## config.mk

```make
export PLATFORM = sky130hd
export DESIGN_NAME = dense_feeder
export DESIGN_NICKNAME = d
export VERILOG_FILES = /design/src/rtl/dense_feeder.sv
export SDC_FILE = /design/constraint.sdc
export NUM_CORES = 1
export LEC_CHECK = 0
export CAP_MARGIN = 20
export CORE_MARGIN = 4
export CORE_UTILIZATION = 45
export DETAILED_ROUTE_END_ITERATION = 8
export GPL_ROUTABILITY_DRIVEN = 0
export PLACE_DENSITY = 0.78
export REMOVE_ABC_BUFFERS = 1
export SYNTH_ARGS = -nofsm -noshare
export SYNTH_HDL_FRONTEND = slang
export SYNTH_SLANG_ARGS = --single-unit
```

## constraint.sdc

```tcl
create_clock -name clk -period 3.6 [get_ports clk]
set_input_delay 0.54 -clock clk [delete_from_list [all_inputs] [get_ports clk]]
set_output_delay 0.54 -clock clk [all_outputs]
set_load 0.05 [all_outputs]
```

## src/rtl/dense_feeder.sv

```systemverilog
// dense_feeder
// Feeds one dense-neuron job to a denseAccelerator. It sends a header beat
// carrying N, then fetches act[0], wt[0], ..., act[N-1], wt[N-1], bias from
// word memory, forwards every read word as a beat two cycles after its read,
// and captures the accelerator's sum once the bias beat has gone out.
//
// Ports
//   clk, reset          clock, asynchronous active-low reset
//   start, length       job request and pair count N (sampled in IDLE only)
//   act_base, wt_base   word addresses of activation 0 / weight 0
//   bias_addr           word address of the bias
//   pause               holds off new memory reads while high
//   mem_rd, mem_addr    read strobe / word address
//   mem_rdata           read data, valid the cycle after mem_rd
//   acc_valid, acc_data beat strobe / beat data to the accelerator
//   acc_length          N of the most recently accepted job
//   acc_result          accelerator sum
//   busy, done, result  job in progress, completion pulse, captured sum
//
// state   | meaning
// IDLE    | waiting for start; a zero-length start completes here directly
// HDR     | header beat queued; read act[0] may issue in the same cycle
// STREAM  | issuing the remaining reads, gated by pause
// WAIT    | all reads issued; draining the beat pipeline to the bias beat
// CAPTURE | bias beat has gone out; sample acc_result, pulse done next cycle
module dense_feeder (
    input  logic        clk,
    input  logic        reset,
    input  logic        start,
    input  logic [31:0] length,
    input  logic [15:0] act_base,
    input  logic [15:0] wt_base,
    input  logic [15:0] bias_addr,
    input  logic        pause,
    output logic        mem_rd,
    output logic [15:0] mem_addr,
    input  logic [31:0] mem_rdata,
    output logic        acc_valid,
    output logic [31:0] acc_data,
    output logic [31:0] acc_length,
    input  logic [31:0] acc_result,
    output logic        busy,
    output logic        done,
    output logic [31:0] result
);
    typedef enum logic [2:0] {IDLE, HDR, STREAM, WAIT, CAPTURE} state_t;

    state_t      state_q, state_d;
    logic [31:0] len_q, len_d;
    logic [15:0] act_base_q, act_base_d;
    logic [15:0] wt_base_q, wt_base_d;
    logic [15:0] bias_q, bias_d;
    logic [31:0] rd_cnt_q, rd_cnt_d;
    logic [31:0] beat_cnt_q, beat_cnt_d;
    logic        pend_q;
    logic        acc_valid_q, acc_valid_d;
    logic [31:0] acc_data_q, acc_data_d;
    logic        done_q, done_d;
    logic [31:0] result_q, result_d;

    logic [31:0] total_rd;
    logic [31:0] last_rd;
    logic [15:0] pair_idx;
    logic [15:0] rd_addr;
    logic        rd_en;

    // 2N+1 fits in 32 bits for any N below 2^31.
    always_comb begin
        total_rd = {len_q[30:0], 1'b1};
        last_rd  = {len_q[30:0], 1'b0};
        pair_idx = rd_cnt_q[16:1];
        if (rd_cnt_q == last_rd) begin
            rd_addr = bias_q;
        end else if (rd_cnt_q[0]) begin
            rd_addr = wt_base_q + pair_idx;
        end else begin
            rd_addr = act_base_q + pair_idx;
        end
        // The first read goes out alongside the header so the header beat and
        // the data beats form one unbroken run when nothing pauses.
        rd_en = ((state_q == HDR) || (state_q == STREAM)) &&
                (rd_cnt_q != total_rd) && !pause;
    end

    always_comb begin
        state_d     = state_q;
        len_d       = len_q;
        act_base_d  = act_base_q;
        wt_base_d   = wt_base_q;
        bias_d      = bias_q;
        rd_cnt_d    = rd_cnt_q + 32'(rd_en);
        beat_cnt_d  = beat_cnt_q + 32'(pend_q);
        acc_valid_d = pend_q;
        acc_data_d  = pend_q ? mem_rdata : 32'h0;
        done_d      = 1'b0;
        result_d    = result_q;
        case (state_q)
            IDLE: begin
                if (start) begin
                    if (length != 32'h0) begin
                        len_d      = length;
                        act_base_d = act_base;
                        wt_base_d  = wt_base;
                        bias_d     = bias_addr;
                        rd_cnt_d   = 32'h0;
                        beat_cnt_d = 32'h0;
                        state_d    = HDR;
                    end else begin
                        done_d   = 1'b1;
                        result_d = 32'h0;
                    end
                end
            end
            HDR: begin
                acc_valid_d = 1'b1;
                acc_data_d  = len_q;
                state_d     = STREAM;
            end
            STREAM: begin
                if (rd_en && (rd_cnt_q == last_rd)) begin
                    state_d = WAIT;
                end
            end
            WAIT: begin
                // Every read has entered the beat register, so the beat on
                // the output right now is the bias beat.
                if (beat_cnt_q == total_rd) begin
                    state_d = CAPTURE;
                end
            end
            CAPTURE: begin
                result_d = acc_result;
                done_d   = 1'b1;
                state_d  = IDLE;
            end
            default: state_d = IDLE;
        endcase
    end

    always_ff @(posedge clk or negedge reset) begin
        if (!reset) begin
            state_q     <= IDLE;
            len_q       <= 32'h0;
            act_base_q  <= 16'h0;
            wt_base_q   <= 16'h0;
            bias_q      <= 16'h0;
            rd_cnt_q    <= 32'h0;
            beat_cnt_q  <= 32'h0;
            pend_q      <= 1'b0;
            acc_valid_q <= 1'b0;
            acc_data_q  <= 32'h0;
            done_q      <= 1'b0;
            result_q    <= 32'h0;
        end else begin
            state_q     <= state_d;
            len_q       <= len_d;
            act_base_q  <= act_base_d;
            wt_base_q   <= wt_base_d;
            bias_q      <= bias_d;
            rd_cnt_q    <= rd_cnt_d;
            beat_cnt_q  <= beat_cnt_d;
            pend_q      <= rd_en;
            acc_valid_q <= acc_valid_d;
            acc_data_q  <= acc_data_d;
            done_q      <= done_d;
            result_q    <= result_d;
        end
    end

    assign mem_rd     = rd_en;
    assign mem_addr   = rd_en ? rd_addr : 16'h0;
    assign acc_valid  = acc_valid_q;
    assign acc_data   = acc_data_q;
    assign acc_length = len_q;
    assign busy       = (state_q != IDLE);
    assign done       = done_q;
    assign result     = result_q;
endmodule

```

[After elaboration in Yosys (flattened, before gate mapping)]
Cells that the tools add are included.
Operators by class
  $add $sub $neg: 4
  equal/unequal tests: 12
  mux-type cells: 23
  reductions and logical operators: 12
Operators by type and width (number)
  32-bit 2-to-1 mux: 10
  32-bit by 1-bit adder with 32-bit output: 2
  32-bit equality test: 2
  32-bit one-hot mux with 2 select lines: 1
  16-bit 2-to-1 mux: 3
  16-bit adder: 2
  32-bit inequality test: 1
  32-bit nonzero test: 1
  3-bit 2-to-1 mux: 4
  3-bit one-hot mux with 4 select lines: 1
  2-bit inequality test (second input constant): 4
  3-bit by 2-bit equality test with 1-bit output (second input constant): 2
  3-bit AND reduction: 2
  4-bit AND reduction: 1
  3-bit by 1-bit equality test with 1-bit output (second input constant): 1
  3-bit equality test (second input constant): 1
  1-bit logical AND: 3
  3-bit zero test: 1
  1-bit 2-to-1 mux: 3
  3-bit nonzero test: 1
  2-bit by 1-bit inequality test with 1-bit output (second input constant): 1
  1-bit one-hot mux with 2 select lines: 1
  2-bit nonzero test: 1
  1-bit zero test: 1
  1-bit logical OR: 1
Storage, ports and cells
  bits in registers: 214

[Depth between registers and ports, before layout]
Gate-level depths: netlist of the first run.
  depth after elaboration: 8
  depth in mapped cells: 16

[Least setup slack after synthesis of the first run]
OpenSTA, ideal clock, no wires.
  path kind: register to output
  start: register rd_cnt_q[0]
  end: output mem_addr[13]
  slack: -780 ps
  stages on the path, launching flop included: 12
  data required time: 3060 ps
  arrival time: 3840 ps
  cells stage by stage: dfrtp_1 clkbuf_1 buf_1 mux2_2 ha_1 clkbuf_1 a21oi_1 o21ai_0 mux2i_1 o41ai_1 or4_1 a21oi_1
Between the ends
  cells in the longest elaborated chain, start to end: 4
  elaborated cells on any way between the ends: 7
Ends and longest elaborated chain
  from (decl): RTL line 53  | logic [31:0] rd_cnt_q, rd_cnt_d;
  from (signal assigned): RTL line 160  | rd_cnt_q <= rd_cnt_d;
  32-bit inequality test: RTL line 82  | (rd_cnt_q != total_rd) && !pause;
  1-bit logical AND: RTL line 81  | rd_en = ((state_q == HDR) || (state_q == STREAM)) &&
  1-bit logical AND: RTL line 82
  16-bit 2-to-1 mux *: RTL line 171  | assign mem_addr = rd_en ? rd_addr : 16'h0;
  to (decl): RTL line 36  | output logic [15:0] mem_addr,
Every way passes the cells marked *; elsewhere a longest branch is shown, timed or not.

[Worst setup path in the final report of the first run]
  start: register rd_cnt_q[0]
  end: output mem_addr[12]
The elaborated chain is that of the path after synthesis.

==> reports/metrics.yaml, run 1 <==
synth_edf_count: 0
reg2reg_from: "rd_cnt_q[8]"
crit_type: "reg -> out"
drt_pass1_iterations: 5
grt_pass1_wl_mm: 51.1
hold_violations: 0
synth_cell_types: 54
r2r_cells: 16
grt_max_degree: 120
maxCapViolCount: 0
synthMostInstantiatedCell: "nand2_1"
leakagePower_nw: 7.09
fillCellCount: 1875
yosys.area.top_type: "dfrtp_1"
clkTransAtPathRegs_ns: 0.06
synthTopCellsByArea: "dfrtp_1 50%, nand2_1 12%, xor2_1 5.4%"
initial_core_util_pct: 45.5
syn_avg_cell_area_um2: 9.23
die_w_um: 162
wl_per_cell_um: 18.1
slew_headroom_pct: 46.0
cts_buffers: 23
end_kind: "output port"
tritoncts: "yes"
grtUsageTotal_pct: 24.1
async_flop_share_pct: 100
irDropWorstVdd_mv: 0.378
r2r_setup_slack_ns: 0.38
crit_path_top_delay_cell: "dfrtp_2"
io-pin-count: 264
setup_viol_count_final: 9
ant_nets: 0
vias: 9407
seq_area_frac_synth_pct: 50.3
min_period_over_period_pct: 108
drc: 0
yosysWarnings: 0
rsz0062_at_grt: "true"
crit_fanout: 4
drt_iter0_drc: 779
ctsLongestPathBuffers: 3
setup_ws_ns: -0.301
core_um2: 23400
synth.top_cell.area_share_pct: 50.3
critical-path-top-delay-family: "compound AO/OA/AOI/OAI gates"
worst_clock_skew_ns: 0.0147
die_area_um2: 26200
finalWirelength_mm: 32.3
synth_ff_type: "dfrtp_1"
dpl.hpwl_mm: 22.5
clock.fmax_mhz: 256
tns_ns: -1.35
cts_hold_buf: 0
whs_ns: 0.0579
port_buffers: 263
syn_area_um2: 10700
drive_above_1_share_pct: 13.8
p_per_area_nw_per_um2: 462
antenna_found_initial: 0
cp.required_ns: 3.06
nNetsFinal: 1619
synth_cells: 1155
yosys-top-cells-count: "342 x nand2_1, 214 x dfrtp_1, 85 x nor2_1, 66 x xor2_1, 64 x xnor2_1"
status: "complete, but fails checks"
syn_to_final_growth_pct: 43.7
grt_pass1_vias: 9499
r2r_end: "rd_cnt_q[19]"
arrival_ns: 3.36
cts.sinks: 214
clk-insertion-delay-late_ns: 0.51
cts-htree-levels: 1
violations: "setup timing"
hp-class: "in -> async"
layout_min_cycle_time_ns: 3.90
fp-row-count: 56
fp.dieH_um: 162
cp-start-kind: "flop"
crit_buf_inv: 2
antenna_cells: 0
slowest_delay_ns: 0.46
worstMarginPinSlew_ns: 0.810
viasPerCell: 5.27
root_buffer: "clkbuf_16"
cp_cell_sequence: "buf_6 -> mux2_4 -> ha_4 -> nor2b_2 -> o211ai_1 -> a31oi_2 -> a221o_1 -> or4_4 -> a21oi_4 -> buf_12"
drv_slew: 0
grt-ovfl-total: 0
synth_seq_cells: 214
## layer usage
layer  GRT usage [%]  wire length (µm)  vias to the layer above
met1            31.5             13300                     4571
met3            3.45              1800                       81
met2            42.5             16400                      304
li1                -                 -                     4451
met4            6.07               841                        0
met5               0                 0                        -
## cells by family (layout without fill, tap and decap cells)
family                     Yosys count  after routing  synth area share, %
buffers and inverters               78            389                 2.99
AOI/OAI and AO/OA                  126            126                 7.81
muxes                               24             24                 2.42
and+or+nand+nor                    563            563                 23.4
xor gates and xnor gates           130            130                 10.7
DFF                                214            214                 50.3
adders and majority gates           20             20                 2.42
## state kept, by name (all words and copies together), names as in the netlist
signal and count:
acc_valid 1, done 1, state_q 3, result 32, wt_base_q 16, rd_cnt_q 32
beat_cnt_q 32, pend_q 1, acc_data 32, act_base_q 16, bias_q 16, acc_length 32
## how the worst max path moves through the flow
stage	depth (start not counted)	start	slack (ns)	end
5_1_grt	10	rd_cnt_q[0]	-0.42	mem_addr[12]
3_5_place_dp	9	rd_cnt_q[0]	-0.01	mem_addr[12]
2_1_floorplan	4	state_q[0]	-1.75	beat_cnt_q[10]
4_1_cts	10	rd_cnt_q[0]	-0.22	mem_addr[12]
3_3_place_gp	10	rd_cnt_q[0]	0.05	mem_addr[13]
6_report	10	rd_cnt_q[0]	-0.30	mem_addr[12]
## repair_timing
action | in CTS | in global routing
cloned | 1 | 0
setup buffers | 16 | 6
pin swaps | 23 | 9
endpoints found under the setup margin | 10 | 14
gates resized for setup | 61 | 10
endpoints found under the hold margin | 0 | 0
## worst register-to-register path: cells and delay by family, from the launching register on
family / cells / cell delay, ns
DFF: 1 / 0.48
xor gates and xnor gates: 2 / 0.35
adders and majority gates: 1 / 0.23
AOI/OAI and AO/OA: 1 / 0.21
and+or+nand+nor: 8 / 1.22
buffers and inverters: 4 / 0.59
## power breakdown
| part | internal, mW | switching (mW) | leakage, nW |
|---|---|---|---|
| clock | 1.46 | 0.958 | 0.373 |
| sequential | 2.64 | 0.303 | 2.84 |
| combinational | 0.829 | 0.893 | 3.88 |
## final cells by class
cell class | count | area [µm²] | share of cell area (%)
flip-flops and latches | 214 | 5360 | 35.0
multi-input cells | 863 | 5320 | 34.7
repair buffers | 335 | 3430 | 22.4
clock buffers | 36 | 694 | 4.53
well taps | 319 | 399 | 2.61
clock inverters | 4 | 72.6 | 0.474
inverters | 14 | 52.6 | 0.343
## metrics by stage
step / area, µm² / setup slack, ns / instances / total power [mW] / util (%)
after global routing: 15300 / -0.418 / 1785 / 7.41 / 65.5
after global placement: 14000 / 0.0450 / 1722 / 4.45 / 59.8
after CTS: 15200 / -0.217 / 1778 / 7.10 / 65.0
after detailed placement: 14000 / -0.0138 / 1722 / 4.49 / 59.8
final: 15300 / -0.301 / 1785 / 7.08 / 65.5
after floorplan: 10400 / -1.75 / 1091 / 3.87 / -
## layout by cell type, fill, tap and decap left out, types with 7 or more instances in the layout
master / n
ha_1: 8
and3_1: 9
clkbuf_16: 23
nand4_1: 26
dfrtp_1: 213
xor2_1: 66
mux2_2: 10
buf_4: 64
nor2_1: 82
inv_1: 13
xnor2_1: 60
a21oi_2: 7
a22o_1: 36
nor4_1: 20
nand3_1: 25
mux2i_1: 9
ha_4: 9
clkdlybuf4s50_1: 245
clkbuf_8: 7
or3_1: 8
nand2_1: 342
o21ai_0: 39
a21oi_1: 11
buf_12: 19
No activity file was read; power rests on OpenSTA's default activity.
==> run 2, diff against run 1 <==
--- a/config.mk
+++ b/config.mk
@@ -7,10 +7,11 @@
 export LEC_CHECK = 0
 export CAP_MARGIN = 20
 export CORE_MARGIN = 4
-export CORE_UTILIZATION = 45
+export CORE_UTILIZATION = 50
 export DETAILED_ROUTE_END_ITERATION = 8
 export GPL_ROUTABILITY_DRIVEN = 0
-export PLACE_DENSITY = 0.78
+export MAX_ROUTING_LAYER = met4
+export PLACE_DENSITY = 0.82
 export REMOVE_ABC_BUFFERS = 1
 export SYNTH_ARGS = -nofsm -noshare
 export SYNTH_HDL_FRONTEND = slang
==> constraint.sdc (replaced) <==
create_clock -name clk -period 3.7 [get_ports clk]
set_input_delay 0.555 -clock clk [delete_from_list [all_inputs] [get_ports clk]]
set_output_delay 0.555 -clock clk [all_outputs]
set_load 0.05 [all_outputs]
==> reports/metrics.yaml, run 2 (synthesized netlist as in run 1, its figures left out) <==
crit_type: "reg -> out"
min_period_over_period_pct: 108
hold_violations: 0
placedCellCount: 1675
finalWirelength_mm: 34.2
grt-ovfl-total: 0
switching_share_pct: 30.5
antenna_cells: 0
leakagePower_nw: 7.08
viasPerCell: 5.63
die_area_um2: 23700
layoutNonFillerInstCount: 1738
grtUsageTotal_pct: 27.5
fin_util_pct: 72.8
grt_pass1_vias: 9673
worstMarginPinSlew_ns: 0.758
cts-htree-levels: 1
clk-insertion-delay-late_ns: 0.51
drive_above_1_share_pct: 13.7
dpl.hpwl_mm: 22.7
ctsLongestPathBuffers: 3
use_met1_pct: 33.5
drt_pass1_iterations: 5
cp-start-kind: "flop"
r2r_cells: 14
critical-path-top-delay-family: "compound AO/OA/AOI/OAI gates"
arrival_ns: 3.45
switching_power_mw: 2.14
grt_max_degree: 126
cts_buffers: 24
dp_slack_ns: 0.00611
layout_commonest_cell: "nand2_1"
total_power_mw: 7.00
tns_ns: -1.64
grt_pass1_wl_mm: 51.3
grt-busiest-layer: "met2"
fillCellCount: 1436
hp-class: "in -> async"
r2r_end: "rd_cnt_q[22]"
status: "complete, but fails checks"
p_comb_share_pct: 23.9
core_um2: 21000
p_per_area_nw_per_um2: 457
clkTransAtPathRegs_ns: 0.06
nNetsFinal: 1613
cts.sinks: 214
io-pin-count: 264
rsz0062_at_grt: "true"
crit_buf_inv: 2
p_int_mw: 4.86
wl_per_cell_um: 19.7
antenna_found_initial: 0
slew_headroom_pct: 49.5
pwr-share-seq_pct: 41.1
cp_cell_sequence: "mux2_4 -> ha_4 -> inv_2 -> fa_2 -> nor2b_4 -> o211ai_1 -> a31oi_2 -> a221o_1 -> or4_4 -> a21oi_4 -> buf_12"
syn_to_final_growth_pct: 43.7
irDropWorstVdd_mv: 0.429
cp.required_ns: 3.14
reg2reg_from: "rd_cnt_q[9]"
met2_usage_pct: 46.1
die_w_um: 154
grt.met3_usage_pct: 4.19
r2r_setup_slack_ns: 0.19
fp.dieH_um: 154
port_buffers: 263
violations: "setup timing"
crit_path_top_delay_cell: "dfrtp_2"
setup_viol_count_final: 9
fp-row-count: 53
maxCapViolCount: 0
power_frac_clock_pct: 35.1
drt_iter0_drc: 951
clock.fmax_mhz: 250
layout_min_cycle_time_ns: 4.00
setup_ws_ns: -0.303
initial_core_util_pct: 50.7
drc: 0
vias: 9786
crit_fanout: 4
slowest_delay_ns: 0.49
end_kind: "output port"
root_buffer: "clkbuf_16"
drv_slew: 0
worst_clock_skew_ns: 0.0113
ant_nets: 0
tritoncts: "yes"
final_cell_mix: "341 x nand2_1, 245 x clkdlybuf4s50_1, 213 x dfrtp_1, 82 x nor2_1, 66 x xor2_1"
## run 2: cell types whose count changed in the layout (fill, tap and decap cells not counted), sizes merged
| cell | delta |
|---|---|
| clkinvlp | -1 |
| clkbuf | +5 |
| buf | -9 |
| clkinv | +2 |
## run 2: cell type report
cell class | count | area (µm²) | share of cell area, %
tap | 275 | 344 | 2.25
clock buffer | 39 | 748 | 4.89
clock inverter | 5 | 75.1 | 0.490
inverter | 14 | 52.6 | 0.343
timing repair buffer | 328 | 3380 | 22.1
multi-input combinational | 863 | 5360 | 35.0
sequential | 214 | 5360 | 35.0
## run 2: how the worst max path moves through the flow
stage / to / startpoint / cells past startpoint / slack (ns)
global placement: mem_addr[13] / rd_cnt_q[0] / 10 / 0.1
CTS: mem_addr[13] / rd_cnt_q[0] / 10 / -0.15
finish: mem_addr[12] / rd_cnt_q[0] / 11 / -0.30
global route: mem_addr[13] / rd_cnt_q[0] / 10 / -0.38
detailed placement: mem_addr[12] / rd_cnt_q[0] / 11 / 0.006
floorplan: beat_cnt_q[10] / state_q[0] / 4 / -1.65
## run 2: through the flow
step / hold WS (ns) / instance area (µm²)
4_1_cts: 0.137 / 15000
3_5_place_dp: 0.462 / 13900
5_1_grt: 0.159 / 15300
6_report: 0.0915 / 15300
2_1_floorplan: 0.259 / 10400
3_3_place_gp: 0.457 / 13900
## run 2: layer usage
| layer | wire length [µm] | vias up |
|---|---|---|
| li1 | - | 4439 |
| met1 | 12900 | 4681 |
| met2 | 17100 | 492 |
| met3 | 2310 | 174 |
| met4 | 1910 | 0 |
| met5 | 0 | - |
## run 2: what timing repair did
item | CTS | global route
cloned | 0 | 1
hold buffers | 0 | 0
pin swaps | 15 | 22
endpoints found under the setup margin | 10 | 10
setup buffers | 9 | 12
gates resized for setup | 43 | 35
## run 2: power by group through the flow
stage,combinational (mW),sequential [mW],clock [mW]
final,1.67,2.88,2.45
after detailed placement,1.50,2.88,0
after global routing,1.80,2.91,2.59
after global placement,1.45,2.86,0
after floorplan,0.752,3.02,0
after CTS,1.57,2.85,2.48
